[config.mk]
export PLATFORM = sky130hd
export DESIGN_NAME = qs_deq
export DESIGN_NICKNAME = d
export VERILOG_FILES = /design/src/rtl/qs_deq.sv
export SDC_FILE = /design/constraint.sdc
export NUM_CORES = 1
export LEC_CHECK = 0
export ABC_AREA = 1
export CORE_MARGIN = 4
export CORE_UTILIZATION = 50
export CTS_CLUSTER_DIAMETER = 200
export CTS_CLUSTER_SIZE = 24
export DETAILED_ROUTE_END_ITERATION = 10
export GPL_TIMING_DRIVEN = 0
export PLACE_DENSITY = 0.79
export SYNTH_ARGS = -nofsm -noshare
export SYNTH_HDL_FRONTEND = slang
export SYNTH_SLANG_ARGS = --single-unit
[constraint.sdc]
create_clock -name clk -period 3.1 [get_ports clk]
set_clock_uncertainty 0.1 [all_clocks]
set_input_delay 0.62 -clock clk [delete_from_list [all_inputs] [get_ports clk]]
set_output_delay 0.62 -clock clk [all_outputs]
set_load 0.02 [all_outputs]
[src/rtl/qs_deq.sv]
// Quicksort engine dequeue controller: polls banks round-robin, claims a sorted bank,
// streams its entries through a small credit-limited output FIFO and releases the bank.

package qs_pkg;
    localparam int BANKS_N = 2;
    localparam int N       = 16;
    localparam int W       = 32;

    typedef logic [$clog2(BANKS_N)-1:0] bank_id_t;
    typedef logic [$clog2(N)-1:0]       addr_t;
    typedef logic [$clog2(N+1)-1:0]     n_t;

    typedef enum logic [2:0] {
        BANK_IDLE      = 3'd0,
        BANK_LOADING   = 3'd1,
        BANK_SORTING   = 3'd2,
        BANK_SORTED    = 3'd3,
        BANK_UNLOADING = 3'd4
    } bank_status_t;

    typedef struct packed {
        bank_status_t status;
        n_t           n;
    } bank_state_t;
endpackage

// Handshake: a word moves from this block to the consumer on every rising clk edge where
// out_vld_r & out_rdy; out_vld_r/out_dat_r/out_last_r are held stable until that transfer.
module qs_deq #(
    parameter int BANKS_N = qs_pkg::BANKS_N,
    parameter int N       = qs_pkg::N,
    parameter int W       = qs_pkg::W,
    parameter int FIFO_N  = 4
) (
    input  logic                 clk,
    input  logic                 rst,
    output qs_pkg::bank_id_t     deq_bank_idx_r,
    input  qs_pkg::bank_state_t  deq_bank_out,
    output logic                 deq_bank_in_vld,
    output qs_pkg::bank_state_t  deq_bank_in,
    output logic                 deq_rd_en_r,
    output qs_pkg::addr_t        deq_rd_addr_r,
    input  logic                 deq_rd_data_vld_r,
    input  logic [W-1:0]         deq_rd_data_r,
    output logic                 out_vld_r,
    output logic [W-1:0]         out_dat_r,
    output logic                 out_last_r,
    input  logic                 out_rdy,
    output logic                 busy_r
);

    localparam int FA = (FIFO_N > 1) ? $clog2(FIFO_N) : 1;
    localparam int CW = $clog2(FIFO_N + 1);
    localparam int OW = CW + 2;

    typedef enum logic [2:0] {
        S_IDLE    = 3'd0,
        S_CLAIM   = 3'd1,
        S_READ    = 3'd2,
        S_DRAIN   = 3'd3,
        S_RELEASE = 3'd4
    } state_t;

    state_t         state;
    state_t         state_nxt;
    qs_pkg::n_t     n_r;
    qs_pkg::n_t     ret_cnt;
    qs_pkg::addr_t  ptr;
    logic [1:0]     inflight;

    logic [W:0]     mem [FIFO_N];
    logic [FA-1:0]  wr_idx;
    logic [FA-1:0]  rd_idx;
    logic [CW-1:0]  fifo_cnt;

    logic           push;
    logic           pop;
    logic [OW-1:0]  outstanding;
    logic           credit_ok;
    logic           issue;
    logic           last_issue;
    logic           bank_sorted;

    assign push        = deq_rd_data_vld_r;
    assign pop         = out_vld_r & out_rdy;
    assign bank_sorted = (deq_bank_out.status == qs_pkg::BANK_SORTED);

    // A request already registered on deq_rd_en_r is not yet in inflight, so it is counted
    // here; a pop this cycle frees a slot so the pipeline keeps full rate.
    assign outstanding = OW'(fifo_cnt) + OW'(inflight) + OW'(deq_rd_en_r);
    assign credit_ok   = outstanding < (OW'(FIFO_N) + OW'(pop));
    assign issue       = (state == S_READ) && credit_ok;
    assign last_issue  = issue && (qs_pkg::n_t'(ptr) == n_r - 1'b1);

    assign out_vld_r  = (fifo_cnt != '0);
    assign out_dat_r  = mem[rd_idx][W:1];
    assign out_last_r = mem[rd_idx][0];

    function automatic logic [FA-1:0] fifo_inc(input logic [FA-1:0] i);
        return (i == FA'(FIFO_N - 1)) ? '0 : i + 1'b1;
    endfunction

    function automatic qs_pkg::bank_id_t bank_inc(input qs_pkg::bank_id_t b);
        return (b == qs_pkg::bank_id_t'(BANKS_N - 1)) ? '0 : b + 1'b1;
    endfunction

    always_comb begin
        state_nxt       = state;
        deq_bank_in_vld = 1'b0;
        deq_bank_in     = '{status: qs_pkg::BANK_IDLE, n: '0};
        case (state)
            S_IDLE: begin
                if (bank_sorted) state_nxt = S_CLAIM;
            end
            S_CLAIM: begin
                deq_bank_in_vld = 1'b1;
                deq_bank_in     = '{status: qs_pkg::BANK_UNLOADING, n: n_r};
                state_nxt       = (n_r == '0) ? S_RELEASE : S_READ;
            end
            S_READ: begin
                if (last_issue) state_nxt = S_DRAIN;
            end
            S_DRAIN: begin
                if (ret_cnt == n_r) state_nxt = S_RELEASE;
            end
            S_RELEASE: begin
                deq_bank_in_vld = 1'b1;
                state_nxt       = S_IDLE;
            end
            default: state_nxt = S_IDLE;
        endcase
    end

    always_ff @(posedge clk) begin
        if (rst) begin
            state          <= S_IDLE;
            busy_r         <= 1'b0;
            deq_bank_idx_r <= '0;
            n_r            <= '0;
            ret_cnt        <= '0;
            ptr            <= '0;
            inflight       <= '0;
            deq_rd_en_r    <= 1'b0;
            deq_rd_addr_r  <= '0;
            wr_idx         <= '0;
            rd_idx         <= '0;
            fifo_cnt       <= '0;
            for (int i = 0; i < FIFO_N; i++) mem[i] <= '0;
        end else begin
            state  <= state_nxt;
            busy_r <= (state_nxt != S_IDLE);

            if (((state == S_IDLE) && !bank_sorted) || (state == S_RELEASE))
                deq_bank_idx_r <= bank_inc(deq_bank_idx_r);
            if ((state == S_IDLE) && bank_sorted)
                n_r <= deq_bank_out.n;

            deq_rd_en_r <= issue;
            if (issue) begin
                deq_rd_addr_r <= ptr;
                ptr           <= ptr + 1'b1;
            end

            case ({deq_rd_en_r, push})
                2'b10:   inflight <= inflight + 1'b1;
                2'b01:   inflight <= inflight - 1'b1;
                default: inflight <= inflight;
            endcase

            // Last flag is decided on the return side so it follows the data, not the request.
            if (push) begin
                mem[wr_idx] <= {deq_rd_data_r, (ret_cnt == n_r - 1'b1)};
                wr_idx      <= fifo_inc(wr_idx);
                ret_cnt     <= ret_cnt + 1'b1;
            end
            if (pop) rd_idx <= fifo_inc(rd_idx);

            case ({push, pop})
                2'b10:   fifo_cnt <= fifo_cnt + 1'b1;
                2'b01:   fifo_cnt <= fifo_cnt - 1'b1;
                default: fifo_cnt <= fifo_cnt;
            endcase

            if (state == S_CLAIM) begin
                ptr     <= '0;
                ret_cnt <= '0;
            end
        end
    end

    a_no_overflow: assert property (@(posedge clk) disable iff (rst)
        !(push && !pop && (fifo_cnt == CW'(FIFO_N))));
    a_no_orphan_data: assert property (@(posedge clk) disable iff (rst)
        !(push && (inflight == 2'd0)));
    a_inflight_max: assert property (@(posedge clk) disable iff (rst)
        inflight <= 2'd2);

endmodule

==> summary by stage, run 1 <==
Timing
The final count of hold timing violations is 0. The minimum period implied by the final worst setup slack is just over 3 ns. The fmax is 329 MHz. The sum of negative setup slack is 0 ns.

The final-report max-slew violation count came to 0. The worst pin sits at a relative slew slack of approximately two fifths. Setup violations remaining at the end of the flow were counted as 0.

For the pin with the worst max-slew slack, the measured transition is around 0.9 ns. After layout, the worst path uses between 90% and 100% of the clock period.

Logic synthesis
Ranked by total cell area, the synthesized netlist is headed by sky130_fd_sc_hd__edfxtp_1 53%, sky130_fd_sc_hd__nor2_1 11%, sky130_fd_sc_hd__dfxtp_1 9.4%. By count the netlist is led by 228 x sky130_fd_sc_hd__nor2_1, 132 x sky130_fd_sc_hd__edfxtp_1, 85 x sky130_fd_sc_hd__o21ai_0. For this run, the register share of the synthesized area comes to 62.4%.

The summed instance area of the synthesized netlist is between 0.007 and 0.008 mm². The biggest area consumer among synthesized cells is sky130_fd_sc_hd__edfxtp_1. The average size of a mapped cell is roughly 9.8 µm². The warning count from the yosys run is 0.

The dominant cell by count in the synthesized netlist is sky130_fd_sc_hd__nor2_1. The post-synthesis cell count is between 700 and 800. The number of enable flip-flop cells after synthesis is roughly 130. Counting flops with an async set or reset pin after synthesis yields a share of 0%.

The most used flip-flop cell after synthesis is sky130_fd_sc_hd__edfxtp_1. After synthesis the netlist holds a flip-flop and latch count of around 170. The synthesized netlist contains 33 unique library cells. The proportion of netlist area held by the largest area contributor is about 53%.

Die
Measured along the y axis, the die boundary spans between 100 and 150 µm. The width of the die is roughly 130 µm. The core region is about 0.015 mm². The cell row count is 44. The die covers around 0.017 mm². For this design the top-level I/O count stands at 94. The initial cell density of the core is 51.2%.

Critical path
The internal reg-to-reg setup slack is slightly above 0.8 ns. STA classifies the critical path startpoint as a register. The arrival time reported for the critical path endpoint is about 2.3 ns.

The critical path in this run is classified as reg2out. The maximum fanout along the worst path is 10. Data on the critical path is required at its endpoint by 2.38 ns. The endpoint kind of the worst setup timing path is a primary output.

Clock tree
The clock passes through at most 2 buffers. The count of hold buffers inserted by post-cts repair is 0. Clock tree synthesis selected as its root buffer the cell sky130_fd_sc_hd__clkbuf_16. The number of gates resized after CTS was 10. At the later pin of the worst-skew pair, clock insertion delay measures between 0.4 and 0.5 ns.

The number of CTS-inserted buffers is 17. The H-tree was split into 4 levels. Buffers added to address setup during post-CTS repair amount to 0. The total clock sinks is ~170. TritonCTS built the clock tree. The clock edge transition at the registers on the reported setup and hold paths is around 0.060 ns.

Cells and area
Cells fill between 60% and 70% of the core in the end. The finished cells cover ~0.0092 mm². The number of antenna repair diodes is 0. In the final layout, the share of cells above drive strength 1 is just over 8%.

The count of non-filler cells in the finished layout is ~1,100. For this run, the post-layout net count is approximately 930. The layout overhead on the synthesized area is 23.0%.

GRT
The maximum number of pins on one net before global-route repair is 34. The global routing usage summed across all routing layers is between 20% and 30%. The number of antenna violations at the first check in global routing was 0. The first global-routing pass estimated around 27,000 µm of wire. For this run the aggregate overflow at the end of global routing stands at 0.

The via count of the first global-routing pass is around 5,500.

Worst hold path
The worst min-delay path category is in2reg.

Power and ir drop
In this run switching power makes up about a third of total power. The worst supply voltage drop on vdd is about 0.41 mV. Sequential cells burn a little over two fifths of the power. Total power for the finished layout comes to between 0.006 and 0.007 W. The part of the power in combinational logic is roughly 28%. The clock share of power is 29.6%. Cell internal power was estimated by the tool at ~0.0043 W. The leakage power summed over all cells is roughly 3.8 nW. The power density of the placed cells is just under 700 mW/mm².

In this run the power spent charging and discharging nets is around 0.0020 W.

Drt
The number of detailed-route iterations in the first pass is 5. In the final routed layout, each cell accounts on average for between 15 and 20 µm. The total DRC errors in the routed layout is 0. The starting DRC count in detailed routing is around 600.

The wire length after detailed routing is 16,800 µm. After detailed routing, the number of vias per cell comes to 5.36. The routed design uses between 1000 and 1500 µm of met3 wire. Summing over every cut layer, the via total after detailed routing is 5,746.

The length of routed met2 wiring is about 8400 µm. The top layer used by detailed routing is met4. The number of routed nets with antenna violations is 0. The met1 wire length is approximately 7000 µm.

Run status
The flow ran to the end, and the final reports show no timing, DRC or antenna violations.

Placed design
The total of buffers placed on input and output ports is 90. The placed instance area is 0.00864 mm². The placed cell count is around 1,000. Detailed placement ended at an HPWL of ~11,000 µm. The final weighted congestion of routability-driven global placement is ~0.85.

Run
Max-cap violations in this run came to 0.
## cell usage in the layout, fill, tap and decap left out, types with 2 or more instances in the layout
cell                                n
sky130_fd_sc_hd__and3_1             2
sky130_fd_sc_hd__clkdlybuf4s50_1   84
sky130_fd_sc_hd__buf_6              8
sky130_fd_sc_hd__nand2_2            5
sky130_fd_sc_hd__nor3_1             6
sky130_fd_sc_hd__dfxtp_1           35
sky130_fd_sc_hd__nand2_1           61
sky130_fd_sc_hd__inv_6              3
sky130_fd_sc_hd__nor2_1           227
sky130_fd_sc_hd__inv_1             68
sky130_fd_sc_hd__ha_1               9
sky130_fd_sc_hd__clkbuf_4           4
sky130_fd_sc_hd__xnor2_1            3
sky130_fd_sc_hd__clkbuf_2          12
sky130_fd_sc_hd__nand3_2            2
sky130_fd_sc_hd__xor2_1             6
sky130_fd_sc_hd__clkbuf_1           8
sky130_fd_sc_hd__conb_1             2
sky130_fd_sc_hd__clkinvlp_4         2
sky130_fd_sc_hd__fa_1               3
sky130_fd_sc_hd__clkinv_2           3
sky130_fd_sc_hd__buf_2              6
sky130_fd_sc_hd__edfxtp_1         132
sky130_fd_sc_hd__buf_4              2
sky130_fd_sc_hd__o21ai_0           85
sky130_fd_sc_hd__a21oi_1           23
sky130_fd_sc_hd__clkinv_1           4
sky130_fd_sc_hd__nand3_1           12
sky130_fd_sc_hd__nand4_1            2
sky130_fd_sc_hd__clkbuf_16         17
sky130_fd_sc_hd__o22ai_1           33
sky130_fd_sc_hd__dlymetal6s2s_1     5
sky130_fd_sc_hd__inv_2              3
## registers in the layout, indices dropped and copies added, names as in the netlist, 3 cells and up, named ones only
name           cells
deq_rd_addr_r      4
fifo_cnt           3
mem              132
n_r                5
ptr                4
ret_cnt            5
state              3
## logic make-up (layout without fill, tap and decap cells)
family | count (synthesis) | after routing | synth area share (%)
simple gates | 321 | 321 | 17.0
xor+xnor | 9 | 9 | 1.06
buf+inv | 110 | 232 | 6.58
fa+ha+maj | 12 | 12 | 2.31
compound gates | 146 | 146 | 10.5
flops | 167 | 167 | 62.4
other cells | 1 | 2 | 0.0502
## routing by layer
metal	GRT usage, %	vias to the layer above
li1	-	2787
met1	25.6	2726
met2	34.2	202
met3	4.99	31
met4	8.56	0
met5	0	-
## worst max-delay path, stage by stage (launching register included)
cell and delay, ns:
sky130_fd_sc_hd__dfxtp_1 0.39, sky130_fd_sc_hd__buf_2 0.25, sky130_fd_sc_hd__clkbuf_2 0.31, sky130_fd_sc_hd__nor2_1 0.09, sky130_fd_sc_hd__o22ai_1 0.22, sky130_fd_sc_hd__clkdlybuf4s50_1 0.65
## cell type report
type	count	area, µm²
flip-flops and latches	167	4660
plain buffers	38	248
well taps	184	230
clock inverters	12	78.8
repair buffers	91	932
inverters	72	270
fillers	1155	5400
multi-input cells	490	2330
clock buffers	19	433
## power groups by stage
| stage | clock (W) | combinational (W) | sequential, W |
|---|---|---|---|
| 4_1_cts | 0.00186 | 0.00175 | 0.00266 |
| 5_1_grt | 0.00198 | 0.00189 | 0.00268 |
| 3_3_place_gp | 0 | 0.00170 | 0.00271 |
| 2_1_floorplan | 0 | 0.000989 | 0.00270 |
| 6_report | 0.00186 | 0.00175 | 0.00267 |
| 3_5_place_dp | 0 | 0.00174 | 0.00271 |
## stage by stage
step	hold slack, ns	setup WS, ns
floorplan	0.351	0.125
global placement	0.372	-1.56
detailed placement	0.383	-0.268
CTS	0.300	0.00416
global route	0.307	-0.0132
finish	0.315	0.0592
## path summary, 6_finish.rpt
check / startpoint / end / depth (start not counted)
worst max-delay path: register / out_dat_r[13] / 5
worst max register to register: deq_rd_en_r / deq_rd_addr_r[0] / 8
worst min register to register: ret_cnt[4] / ret_cnt[4] / 2
worst min-delay path: rst / state[1] / 2
(Power assumes the default switching activity.)
==> run 2: changes to the inputs <==
--- a/config.mk
+++ b/config.mk
@@ -9,7 +9,6 @@
 export CORE_MARGIN = 4
 export CORE_UTILIZATION = 50
 export CTS_CLUSTER_DIAMETER = 200
-export CTS_CLUSTER_SIZE = 24
 export DETAILED_ROUTE_END_ITERATION = 10
 export GPL_TIMING_DRIVEN = 0
 export PLACE_DENSITY = 0.79
==> results of run 2 <==
The final DEF is identical to that of run 1; final timing and power are the same.
==> run 3: changes to the inputs <==
--- a/config.mk
+++ b/config.mk
@@ -6,7 +6,7 @@
 export NUM_CORES = 1
 export LEC_CHECK = 0
 export ABC_AREA = 1
-export CORE_MARGIN = 4
+export CORE_MARGIN = 2
 export CORE_UTILIZATION = 50
 export CTS_CLUSTER_DIAMETER = 200
 export DETAILED_ROUTE_END_ITERATION = 10
==> run 3 against run 2 <==
  * Worst setup slack worse by 0.045 ns
  * Die area shrank 6.0%
  * Register-to-register slack is essentially flat
  * Utilization is 0.44 points higher
  * Critical path type unchanged
  * Largest cell class unchanged
  * Largest power group unchanged
==> summary by stage, run 3 (synthesis gave the netlist of run 1 again) <==
Power and ir drop
The worst supply voltage drop on vdd came to 0.514 mV (+25%). The power density of the placed cells is 693 mW/mm² (+1.5%). The switching fraction of total power came to 31.5% (+0.092 points). The switching power is 0.00202 W (+2.5%). The internal power summed over all cells is 0.00439 W (+2.0%).

The clock share of power is 31.1% (+1.5 points). The leakage power summed over all cells is 3.87 nW (+1.4%). The share of total power in sequential cells came to 41.6% (-0.9 points). The total chip power is 0.00641 W (+2.2%).

The part of the power in combinational logic was 27.3% (-0.6 points).

Die
The I/O pin count is 94 (unchanged). The cell row count is 44 (unchanged). The floorplan die area is 0.0159 mm² (-6.0%). The initial cell density of the core came to 51.2% (unchanged). The total core area is 0.0146 mm² (unchanged). The vertical die dimension was 126 µm (-3.1%).

The width of the die is 126 µm (-3.1%).

Critical path
The endpoint kind of the worst setup timing path is a primary output. The arrival time reported for the critical path endpoint is 2.37 ns (+0.05 ns). The critical path in this run is classified as reg2out. The launching element type of the critical path is a register.

The largest individual stage delay along the critical path comes from the cell sky130_fd_sc_hd__clkdlybuf4s50_1. The maximum fanout along the worst path was 10 (unchanged). The critical path goes through inv_1 > clkbuf_1 > nor2_1 > o22ai_1 > clkdlybuf4s50_1. The stage delay of the slowest cell on the critical path came to 0.67 ns (+0.02 ns). The endpoint required time on the critical path came to 2.38 ns (about the same).

Cells and area
Compared with the post-synthesis result, the final layout area differs by 23.9%. Leaving out fill and tap cells, the most frequent cells in the layout are 227 x sky130_fd_sc_hd__nor2_1, 132 x sky130_fd_sc_hd__edfxtp_1, 85 x sky130_fd_sc_hd__o21ai_0. The largest register by flop count is mem.

The largest registers in the layout are mem x132, n_r x5, ret_cnt x5. The proportion of layout cells with a drive suffix above 1 is 8.54% (+0.33 points). The flip-flop count of the largest register after layout is 132 (unchanged). The number of nets in the finished design is 933 (unchanged). The number of antenna repair diodes is 0 (unchanged). The most common cell after layout, fill and taps aside is sky130_fd_sc_hd__nor2_1.

Drt
The wire length after detailed routing is 17,100 µm (+1.8%). The starting DRC count in detailed routing is 589 (unchanged). The total DRC errors in the routed layout came to 0 (unchanged). The number of routed nets with antenna violations is 0 (unchanged). The number of detailed-route iterations in the first pass is 5 (unchanged). The via density per instance is 5.41 (+0.97%). The mean routed wirelength per cell came to 15.9 µm (+1.7%). The number of vias after detailed routing is 5,807 (+1.1%).

Timing
The total setup violations reported at the end of the flow is 0 (unchanged). The smallest setup slack after layout is 0.0139 ns (-0.0454 ns). The minimum period implied by the final worst setup slack is 3.09 ns (+0.0454 ns). The final count of hold timing violations is 0 (unchanged). The slew at the pin closest to its max-slew limit is 0.870 ns (-0.0350 ns).

The worst hold slack after final layout is 0.287 ns (-0.0274 ns). The worst slew margin relative to its limit was 41.8% (+2.3 points). The final-report max-slew violation count is 0 (unchanged). Setup repair after global routing could not meet its margin everywhere. The fmax is 324 MHz (-1.5%). The final critical-path share of the clock period is 99.6% (+1.5 points).

Placed design
The total of buffers placed on input and output ports is 90 (unchanged). The placement-stage worst setup slack is -0.356 ns (-0.0887 ns). The detailed-placement wirelength estimate came to 11,100 µm (+0.78%). The final weighted congestion of routability-driven global placement is 0.850 (-0.16%).

Clock tree
The buffer depth of the longest clock path is 2 (unchanged). The later-pin clock latency in the skew report is 0.43 ns (about the same). The clock edge transition at the registers on the reported setup and hold paths was 0.06 ns (about the same). The number of levels in the clock H-tree was 4 (unchanged). The number of CTS-inserted buffers is 17 (unchanged).

The total clock sinks was 167 (unchanged). The TritonCTS clock tree is done. The cell at the root of the clock tree is sky130_fd_sc_hd__clkbuf_16. The count of hold buffers inserted by post-cts repair was 0 (unchanged).

GRT
The number of antenna violations at the first check in global routing is 0 (unchanged). The global routing usage summed across all routing layers was 22.1% (+1.7 points). The total overflow reported by the global router is 0 (unchanged). The maximum number of pins on one net before global-route repair is 34 (unchanged). The wire length of the first global-routing pass came to 27,200 µm (+1.8%). The via count of the first global-routing pass is 5,677 (+3.1%).

Run
The max-capacitance violation count is 0 (unchanged).

Worst hold path
The worst hold path belongs to the class in2reg.

Run status
The flow ran to the end, and the final reports show no timing, DRC or antenna violations.
[run 3: cell count changes in the layout (fill, tap and decap cells not counted), moves of 2 or more]
| cell | delta |
|---|---|
| sky130_fd_sc_hd__clkdlybuf4s50_1 | -4 |
| sky130_fd_sc_hd__clkbuf_2 | -3 |
| sky130_fd_sc_hd__clkinv_1 | -3 |
| sky130_fd_sc_hd__clkinv_4 | +3 |
| sky130_fd_sc_hd__dlymetal6s2s_1 | +3 |
| sky130_fd_sc_hd__clkinvlp_4 | +2 |
[run 3: per-layer routing]
| layer | share of wire [%] | up-vias | global-route usage, % |
|---|---|---|---|
| met5 | 0 | - | 0 |
| met4 | 2.3 | 0 | 9.24 |
| met3 | 8.2 | 38 | 6.24 |
| met2 | 50 | 262 | 37.7 |
| met1 | 39 | 2705 | 26.5 |
| li1 | - | 2802 | - |
[run 3: power by group through the flow]
stage | logic, W | registers, W | clock network (W)
finish | 0.00175 | 0.00266 | 0.00199
global route | 0.00189 | 0.00268 | 0.00208
CTS | 0.00175 | 0.00266 | 0.00200
detailed placement | 0.00174 | 0.00271 | 0
global placement | 0.00170 | 0.00271 | 0
floorplan | 0.000989 | 0.00270 | 0
[run 3: final timing paths]
kind,cells past startpoint,start,slack [ns],to
setup reg to reg,8,deq_rd_en_r,0.82,ptr[0]
setup / recovery,5,register,0.01,out_last_r
hold / removal,2,rst,0.29,state[1]
hold reg to reg,2,deq_rd_addr_r[0],0.39,deq_rd_addr_r[0]
[run 3: metrics by stage]
step / utilization [%] / std cells / area (µm²) / TNS [ns]
6_report: 63.4 / 1074 / 9250 / 0
5_1_grt: 63.4 / 1074 / 9250 / -0.0892
4_1_cts: 63.2 / 1074 / 9210 / 0
3_5_place_dp: 59.3 / 1042 / 8650 / -23.13
3_3_place_gp: 59.0 / 1041 / 8600 / -119.63
2_1_floorplan: - / 767 / 7470 / 0
[run 3: worst max-delay path, delay by kind of cell (launching register included)]
kind | cells | cell delay [ns]
and+or+nand+nor | 1 | 0.08
buffers and inverters | 3 | 1.18
DFF | 1 | 0.34
AOI/OAI and AO/OA | 1 | 0.32
[run 3: cell type report]
class	count	area, µm²
buffer	38	249
tap	184	230
fill	1174	5340
clock inverter	13	123
sequential	167	4660
multi-input combinational	490	2340
clock buffer	19	433
timing repair buffer	91	946
inverter	72	270
[run 3: repair_timing]
action	4_1_cts	5_1_grt
setup buffers	0	0
setup endpoints to repair	33	61
pin swaps	0	0
hold endpoints to repair	0	0
resized for setup	12	23
